<file path="config.mk">
export PLATFORM = sky130hd
export DESIGN_NAME = jbi_min_rq_issue_ctl
export DESIGN_NICKNAME = d
export VERILOG_FILES = /design/src/rtl/jbi_min_rq_issue_ctl.sv
export SDC_FILE = /design/constraint.sdc
export NUM_CORES = 1
export LEC_CHECK = 0
export BUFFER_PORTS_ARGS = -buffer_cell sky130_fd_sc_hd__buf_2
export CAP_MARGIN = 20
export CORE_ASPECT_RATIO = 1.25
export CORE_MARGIN = 10
export CORE_UTILIZATION = 45
export DETAILED_ROUTE_END_ITERATION = 10
export HOLD_SLACK_MARGIN = 0.12
export PLACE_DENSITY = 0.76
export SLEW_MARGIN = 20
export SYNTH_ARGS = -nofsm -noshare
export SYNTH_HDL_FRONTEND = slang
export SYNTH_SLANG_ARGS = --single-unit
</file>
<file path="constraint.sdc">
create_clock -name clk -period 2.5 [get_ports clk]
set_clock_uncertainty 0.15 [all_clocks]
set_input_delay 0.25 -clock clk [delete_from_list [all_inputs] [get_ports clk]]
set_output_delay 0.25 -clock clk [all_outputs]
set_load 0.005 [all_outputs]
</file>
<file path="src/rtl/jbi_min_rq_issue_ctl.sv">
// Issue side of the Request Header Queue: pops header entries and forwards them to SCTAG.
// Reads go out as one header beat; writes go out as a header beat followed by WDQ data beats.
module jbi_min_rq_issue_ctl #(
  parameter int CRD_MAX  = 2,
  parameter int WR_BEATS = 4,
  parameter int HDR_W    = 64
) (
  input  logic             clk,
  input  logic             rst,
  input  logic             rhq_drdy,
  input  logic             rhq_rdata_rw,
  input  logic [HDR_W-1:0] rhq_rdata_hdr,
  output logic             issue_rhq_pop,
  output logic             wdq_rd_en,
  input  logic [63:0]      wdq_rdata,
  output logic             sctag_req_vld,
  output logic [63:0]      sctag_req_data,
  output logic             sctag_req_last,
  input  logic             sctag_credit_ret,
  input  logic             csr_issue_stall,
  output logic             issue_busy,
  output logic [2:0]       issue_crd_cnt,
  output logic             issue_crd_err
);

  typedef enum logic [1:0] {IDLE, HDR, DATA} state_t;

  localparam logic [2:0] CRD_MAX_C = 3'(CRD_MAX);
  localparam logic [2:0] BEAT_LAST = 3'(WR_BEATS - 1);

  state_t           state;
  state_t           state_nxt;
  logic [2:0]       beat_cnt;
  logic [HDR_W-1:0] hdr_q;
  logic             rw_q;
  logic [2:0]       crd_cnt;
  logic             crd_err;
  logic [63:0]      data_hold;
  logic             issue_go;

  assign issue_go = (state == IDLE) & rhq_drdy & (crd_cnt != 3'd0) & ~csr_issue_stall & ~rst;

  always_ff @(posedge clk) begin
    if (rst) state <= IDLE;
    else     state <= state_nxt;
  end

  always_comb begin
    state_nxt = state;
    case (state)
      IDLE:    if (issue_go) state_nxt = HDR;
      HDR:     state_nxt = rw_q ? IDLE : DATA;
      DATA:    if (beat_cnt == BEAT_LAST) state_nxt = IDLE;
      default: state_nxt = IDLE;
    endcase
  end

  // Outputs are forced quiet while rst is high so nothing leaks out of an abandoned transaction.
  always_comb begin
    issue_rhq_pop  = 1'b0;
    wdq_rd_en      = 1'b0;
    sctag_req_vld  = 1'b0;
    sctag_req_last = 1'b0;
    sctag_req_data = data_hold;
    case (state)
      IDLE: issue_rhq_pop = issue_go;
      HDR: begin
        sctag_req_vld  = ~rst;
        sctag_req_data = 64'(hdr_q);
        sctag_req_last = rw_q & ~rst;
        wdq_rd_en      = ~rw_q & ~rst;
      end
      DATA: begin
        sctag_req_vld  = ~rst;
        sctag_req_data = wdq_rdata;
        sctag_req_last = (beat_cnt == BEAT_LAST) & ~rst;
        wdq_rd_en      = (beat_cnt < BEAT_LAST) & ~rst;
      end
      default: ;
    endcase
  end

  always_ff @(posedge clk) begin
    if (rst) begin
      beat_cnt  <= 3'd0;
      hdr_q     <= '0;
      rw_q      <= 1'b0;
      data_hold <= 64'd0;
    end else begin
      if (issue_go) begin
        hdr_q <= rhq_rdata_hdr;
        rw_q  <= rhq_rdata_rw;
      end
      if (state == HDR)
        beat_cnt <= 3'd0;
      else if (state == DATA && beat_cnt != BEAT_LAST)
        beat_cnt <= beat_cnt + 3'd1;
      if (sctag_req_vld)
        data_hold <= sctag_req_data;
    end
  end

  // A pop and a return in the same cycle cancel; a return at full count is an overflow.
  always_ff @(posedge clk) begin
    if (rst) begin
      crd_cnt <= CRD_MAX_C;
      crd_err <= 1'b0;
    end else if (issue_rhq_pop && !sctag_credit_ret) begin
      crd_cnt <= crd_cnt - 3'd1;
    end else if (sctag_credit_ret && !issue_rhq_pop) begin
      if (crd_cnt == CRD_MAX_C) crd_err <= 1'b1;
      else                      crd_cnt <= crd_cnt + 3'd1;
    end
  end

  assign issue_busy    = (state != IDLE);
  assign issue_crd_cnt = crd_cnt;
  assign issue_crd_err = crd_err;

endmodule

</file>
-- Word level (Yosys, flattened, before mapping)
Index checks and enable logic that the tools add are counted.
Widths: inputs -> output; s select.
- register bits after elaboration: 138
- input bits: 134
- output and inout bits: 73
- word-level logic and storage cells: 57
- $add $sub $neg: 3
- order comparisons: 1
- equality and inequality tests: 8
- muxes and demuxes: 12
- bitwise gates (word level): 12
- reduce and logical (&&, ||, !) cells: 14
- operator list (operator ; number):
    $pmux 64 s2 ; 1
    $mux 3 ; 3
    $and 1x1->1 ; 8
    $add 3x1->3 const B ; 2
    $eq 3x2->1 const B ; 2
    $mux 2 ; 3
    $ne 2x2->1 const B ; 3
    $pmux 2 s3 ; 1
    $not 1->1 ; 4
    $pmux 1 s2 ; 2
    $reduce_and 2->1 ; 2
    $reduce_bool 2->1 ; 2
    $reduce_or 2->1 ; 2
    $logic_and 1x1->1 ; 3
    $lt 3x2->1 const B ; 1
    $ne 3x2->1 const B ; 1
    $reduce_and 3->1 ; 1
    $reduce_bool 3->1 ; 1
    $sub 3x1->3 const B ; 1
    $eq 2x1->1 const B ; 1
    $eq 2x2->1 const B ; 1
    $logic_not 1->1 ; 2
    $logic_not 2->1 ; 1
    $mux 1 ; 2

-- Depth between registers and ports, before layout
- depth after elaboration: 10
- gate-level depth with buffers: 13
- mapped depth without buffers: 11

-- Worst setup path before layout
OpenSTA, ideal clock, no wires.
- path type: flip-flop to flip-flop
- start: register state[0]
- end: register crd_cnt[2] (netlist: issue_crd_cnt[2])
- setup time: 70 ps
- arrival time: 2561 ps
- data required time: 2280 ps
- setup slack: -281 ps
- stages on the path, launching flop included: 14
- buffers on the path: 2
- clock period less this slack: 2781 ps
- cells stage by stage: dfxtp_1 -> inv_1 -> ha_1 -> and4bb_1 -> buf_4 -> buf_4 -> nand2_1 -> inv_1 -> ha_1 -> inv_1 -> fa_1 -> xor2_1 -> or4_1 -> a21oi_1
- longest elaborated chain between the ends: 10
- elaborated cells on any way between the ends: 13
- classes of those cells: eq/ne: 1; mux: 2; bitwise: 4; reduce/logical: 6
- ends and longest elaborated chain (item ; RTL line ; text):
    start: declaration ; 31 ; state_t state;
    start signal: assignment ; 45 ; else state <= state_nxt;
    $logic_not 2->1 * ; 41, 65 ;
    $and 1x1->1 (4 in series) ; 41 ; assign issue_go = (state == IDLE) & rhq_drdy & (crd_cnt != 3'd0) & ~csr_issue_stall & ~rst;
    $mux 1 * ; 65 ; case (state)
    named net issue_rhq_pop ; 13 ; output logic issue_rhq_pop,
    $logic_not 1->1 ; 110 ; end else if (sctag_credit_ret && !issue_rhq_pop) begin
    $logic_and 1x1->1 ; 110 ;
    $reduce_bool 2->1 (no line) ; -- ;
    $reduce_and 2->1 (no line) ; -- ;
    end signal: assignment ; 109 ; crd_cnt <= crd_cnt - 3'd1;
    end signal: assignment ; 112 ; else crd_cnt <= crd_cnt + 3'd1;
    end: declaration ; 36 ; logic [2:0] crd_cnt;
Mark *: on every way through the listed nets, which the timed path passes. The rest lies on a longest branch.
A chain may end at the register's enable or synchronous reset.

-- Worst setup path in the final report
- start: register state[1]
- end: register crd_cnt[2] (netlist: issue_crd_cnt[2])
- longest elaborated chain between the ends: 10
- elaborated cells on any way between the ends: 13
- classes of those cells: eq/ne: 1; mux: 2; bitwise: 4; reduce/logical: 6
- ends and longest elaborated chain (item ; RTL line):
    $logic_not 2->1 * ; 41, 65
    $and 1x1->1 (4 in series) ; 41
    $mux 1 * ; 65
    $logic_not 1->1 ; 110
    $logic_and 1x1->1 ; 110
    $reduce_bool 2->1 (no line) ; --
    $reduce_and 2->1 (no line) ; --
Every way passes the cells marked *; elsewhere a longest branch is shown, timed or not.

==> metrics.txt <==
# TYPE chip_impl_metric gauge
chip_impl_metric{name="syn_area",unit="µm²"} 5920
chip_impl_metric{name="track_usage",unit=""} 0.223
chip_impl_metric{name="level_count_of_the_clock_h_tree",unit=""} 4
chip_impl_metric{name="starting_density_of_the_core",unit=""} 0.463
chip_impl_metric{name="synth_sequential_area_ratio",unit=""} 0.467
chip_impl_info{name="critical_path_cell_sequence",value="inv_2 -> ha_4 -> and4bb_2 -> nand2_4 -> inv_4 -> ha_4 -> inv_2 -> fa_2 -> xor2_1 -> or4_1 -> a21oi_1"} 1
chip_impl_info{name="setup.worst_path.class",value="register to register"} 1
chip_impl_metric{name="ctsLongestPathBuffers",unit=""} 2
chip_impl_info{name="ys_top_cells_by_area",value="sky130_fd_sc_hd__dfxtp_1, sky130_fd_sc_hd__a21oi_1, sky130_fd_sc_hd__a22oi_1, sky130_fd_sc_hd__and2_1, sky130_fd_sc_hd__o21ai_0"} 1
chip_impl_metric{name="maxSlewViolCount",unit=""} 0
chip_impl_info{name="synth.most_common_cell",value="sky130_fd_sc_hd__dfxtp_1"} 1
chip_impl_metric{name="clkPwrFrac",unit=""} 0.451
chip_impl_info{name="synth_ff_type",value="sky130_fd_sc_hd__dfxtp_1"} 1
chip_impl_metric{name="setup_viol_count_final",unit=""} 0
chip_impl_info{name="holdCritPathClass",value="input port to register"} 1
chip_impl_metric{name="cts_made_buffers",unit=""} 17
chip_impl_metric{name="num_vias",unit=""} 6415
chip_impl_metric{name="global_route_wire_length_before_repair",unit="µm"} 32700
chip_impl_info{name="ys_top_cells_by_count",value="sky130_fd_sc_hd__dfxtp_1, sky130_fd_sc_hd__a21oi_1, sky130_fd_sc_hd__nor2_1"} 1
chip_impl_metric{name="global_placement_routability_congestion",unit=""} 0.786
chip_impl_info{name="setup.worst_path.start",value="state[1]"} 1
chip_impl_metric{name="worst_slew_margin_rel",unit=""} 0.414
chip_impl_metric{name="pwr_density_cell",unit="nW/µm²"} 704
chip_impl_metric{name="syn_nets",unit=""} 861
chip_impl_metric{name="global_route.overflow_total",unit=""} 0
chip_impl_info{name="startpoint_type",value="register"} 1
chip_impl_metric{name="clk_pin_slew_worst_paths",unit="ns"} 0.06
chip_impl_metric{name="viasPerCell",unit=""} 5.57
chip_impl_metric{name="async_flop_share",unit=""} 0
chip_impl_metric{name="post_synth_num_cell_types",unit=""} 32
chip_impl_metric{name="final_net_count",unit=""} 1109
chip_impl_metric{name="clock_sink_count",unit=""} 138
chip_impl_metric{name="power.total",unit="mW"} 6.00
chip_impl_info{name="clockRootBuffer",value="sky130_fd_sc_hd__clkbuf_16"} 1
chip_impl_metric{name="max_cap_check_violation_count",unit=""} 0
chip_impl_metric{name="final_core_util",unit=""} 0.667
chip_impl_info{name="outcome",value="finished, final reports clean"} 1
chip_impl_metric{name="detail_route.drc_violations",unit=""} 0
chip_impl_metric{name="first_iter_violations",unit=""} 666
chip_impl_metric{name="io-pin-count",unit=""} 207
chip_impl_metric{name="worst_skew_pair.late_latency",unit="ns"} 0.42
chip_impl_metric{name="grt_antenna_before_repair",unit=""} 2
chip_impl_metric{name="average_wire_length_per_cell_after_detail_routing",unit="µm"} 18.3
chip_impl_info{name="worstReg2RegEnd",value="issue_crd_cnt[2]"} 1
chip_impl_metric{name="std_cell_rows",unit=""} 46
chip_impl_metric{name="internal-power",unit="mW"} 4.48
chip_impl_metric{name="synth_enable_flop_cells",unit=""} 0
chip_impl_metric{name="power.share.combinational",unit=""} 0.155
chip_impl_info{name="critPathSlowestCell",value="sky130_fd_sc_hd__or4_1"} 1
chip_impl_metric{name="reg2reg_depth",unit=""} 11
chip_impl_metric{name="leakage_power_total",unit="nW"} 3.53
chip_impl_metric{name="grt_pass1_vias",unit=""} 6501
chip_impl_metric{name="power.share.switching",unit=""} 0.253
chip_impl_metric{name="path_max_fanout",unit=""} 3
chip_impl_metric{name="die_span_y",unit="µm"} 148
chip_impl_metric{name="place_inst",unit=""} 1044
chip_impl_metric{name="finish.cell_count_without_fillers",unit=""} 1151
chip_impl_metric{name="max_slew.worst_pin.slew",unit="ns"} 0.880
chip_impl_metric{name="area_share_of_the_leading_cell_type_in_the_synthesized_netlist",unit=""} 0.467
chip_impl_info{name="tritoncts",value="built"} 1
chip_impl_info{name="cp-endpoint",value="issue_crd_cnt[2]"} 1
chip_impl_metric{name="ys_warn_count",unit=""} 0
chip_impl_metric{name="synth-seq-cells",unit=""} 138
chip_impl_metric{name="power.switching",unit="mW"} 1.51
chip_impl_metric{name="seq_power_share",unit=""} 0.395
chip_impl_metric{name="period_needed",unit="ns"} 2.41
chip_impl_info{name="synth_top_area_cell",value="sky130_fd_sc_hd__dfxtp_1"} 1
chip_impl_metric{name="dpl_wire_length",unit="µm"} 12700
chip_impl_info{name="worstSetupEndpointType",value="register"} 1
chip_impl_metric{name="arrival",unit="ns"} 2.59
chip_impl_metric{name="rrSetupSlack",unit="ns"} 0.09
chip_impl_metric{name="area_growth_syn_to_layout",unit="%"} 43.9
chip_impl_metric{name="final_layout_size_suffix_gt1_frac",unit=""} 0.290
chip_impl_metric{name="syn_inst",unit=""} 719
chip_impl_metric{name="max_freq",unit="MHz"} 415
chip_impl_metric{name="floorplan.core_area",unit="µm²"} 12800
chip_impl_metric{name="placement.io_buffers",unit=""} 206
chip_impl_metric{name="crit_path_max_incr_delay",unit="ns"} 0.39
chip_impl_metric{name="ant_nets",unit=""} 0
chip_impl_metric{name="grt_start_max_net_pins",unit=""} 74
chip_impl_metric{name="chipWidth",unit="µm"} 123
chip_impl_metric{name="cp_data_required_time",unit="ns"} 2.68
chip_impl_metric{name="routed_wl",unit="µm"} 21100
chip_impl_metric{name="final_worst_path_cycle_share",unit=""} 0.963
chip_impl_metric{name="fp.dieArea",unit="µm²"} 18200
chip_impl_info{name="crit-reg2reg-launch",value="state[1]"} 1
chip_impl_metric{name="detailedRoute.firstPassIterationCount",unit=""} 5
chip_impl_metric{name="timing.final.hold_violations",unit=""} 0
chip_impl_metric{name="irDropWorstVdd",unit="mV"} 0.400
chip_impl_metric{name="syn_area_per_cell",unit="µm²"} 8.23
[through the flow]
step	hold WS, ns	area [µm²]	setup TNS [ns]	worst slack (ns)
after floorplan	0.248	5950	-0.0650	-0.0650
after global placement	0.308	7140	0	0.138
after detailed placement	0.318	7140	0	0.125
after CTS	0.121	8430	-0.00315	-0.00315
after global routing	0.166	8510	-0.0123	-0.00788
final	0.132	8520	0	0.0917
[power groups by stage]
stage / Clock [mW] / Sequential (mW) / Combinational [mW]
CTS: 2.73 / 2.36 / 0.896
global route: 2.83 / 2.38 / 1.03
finish: 2.70 / 2.37 / 0.928
floorplan: 0 / 2.40 / 0.424
detailed placement: 0 / 2.41 / 0.807
global placement: 0 / 2.41 / 0.799
[cell usage in the layout (no fill, tap or decap), types with 3 or more instances in the layout]
cell                            Yosys  routed
sky130_fd_sc_hd__dfxtp_1          138     137
sky130_fd_sc_hd__ha_1               7       3
sky130_fd_sc_hd__a22oi_1           64      64
sky130_fd_sc_hd__and2_1            64      64
sky130_fd_sc_hd__diode_2            0       3
sky130_fd_sc_hd__a21oi_1          131     131
sky130_fd_sc_hd__clkbuf_16          0      18
sky130_fd_sc_hd__nand2_1            5       4
sky130_fd_sc_hd__inv_1             11       6
sky130_fd_sc_hd__a31oi_1            3       3
sky130_fd_sc_hd__buf_12             0       6
sky130_fd_sc_hd__inv_2              0       4
sky130_fd_sc_hd__ha_4               0       4
sky130_fd_sc_hd__nand3_1           65      65
sky130_fd_sc_hd__nor2_1            69      69
sky130_fd_sc_hd__o21ai_0           66      66
sky130_fd_sc_hd__buf_4              7      22
sky130_fd_sc_hd__dlygate4sd3_1      0      66
sky130_fd_sc_hd__nor3_1             4       4
sky130_fd_sc_hd__inv_6              0       4
sky130_fd_sc_hd__buf_2             21     207
sky130_fd_sc_hd__bufinv_16          0       4
[registers in the layout, summed over array words and instances (netlist names)]
name and count:
beat_cnt 3, data_hold 64, hdr_q 64, issue_crd_cnt 3, issue_crd_err 1, rw_q 1
state 2
[routing by layer]
layer  global-route usage  vias to the layer above  part of all wire
met2                0.381                      296              0.50
met4                0.103                        0             0.028
met5                    0                        -                 0
li1                     -                     3043                 -
met3               0.0527                       42             0.066
met1                0.255                     3034              0.41
[timing repair]
action                     4_1_cts  5_1_grt
setup endpoints to repair        1       43
hold buffers                    66        0
gates resized for setup          0        5
pin swaps                        0        2
hold endpoints to repair        66        0
buffers inserted                 0        5
gates cloned                     0        1
[logic make-up (layout without fill, tap and decap cells)]
kind of cell / count (synthesis) / in the layout / share of synthesized area
and+or+nand+nor: 218 / 218 / 0.188
xor gates and xnor gates: 2 / 2 / 0.00296
adders and majority gates: 8 / 8 / 0.0182
other: 0 / 3 / 0
muxes: 2 / 2 / 0.00338
DFF: 138 / 138 / 0.467
buffers and inverters: 84 / 345 / 0.0634
AOI/OAI and AO/OA: 267 / 267 / 0.257
[how the worst min path moves through the flow]
stage                     slack [ns]  cells after the start       endpoint              from
final                           0.13                      4  data_hold[54]     wdq_rdata[54]
after global routing            0.17                      4  data_hold[62]     wdq_rdata[62]
after CTS                       0.12                      4  data_hold[50]     wdq_rdata[50]
after detailed placement        0.32                      2       hdr_q[1]          hdr_q[1]
after global placement          0.31                      2  issue_crd_err     issue_crd_err
after floorplan                 0.25                      2       hdr_q[0]  rhq_rdata_hdr[0]
[critical path, delay by kind of cell, from the launching register on]
family	cells	cell delay, ns
AO/OA/AOI/OAI	1	0.13
XOR/XNOR	1	0.15
adder cells (fa/ha/maj)	3	0.62
buffers and inverters	3	0.21
flip-flops	1	0.35
AND/OR/NAND/NOR	3	0.73
[area by class of cell]
cell class | instances | area [µm²]
fill | 1063 | 4260
sequential | 138 | 2760
antenna | 3 | 7.51
inverter | 11 | 43.8
tap | 168 | 210
timing repair buffer | 302 | 2010
clock inverter | 12 | 185
clock buffer | 20 | 447
multi-input combinational | 497 | 2850
No activity file was read; power rests on OpenSTA's default activity.
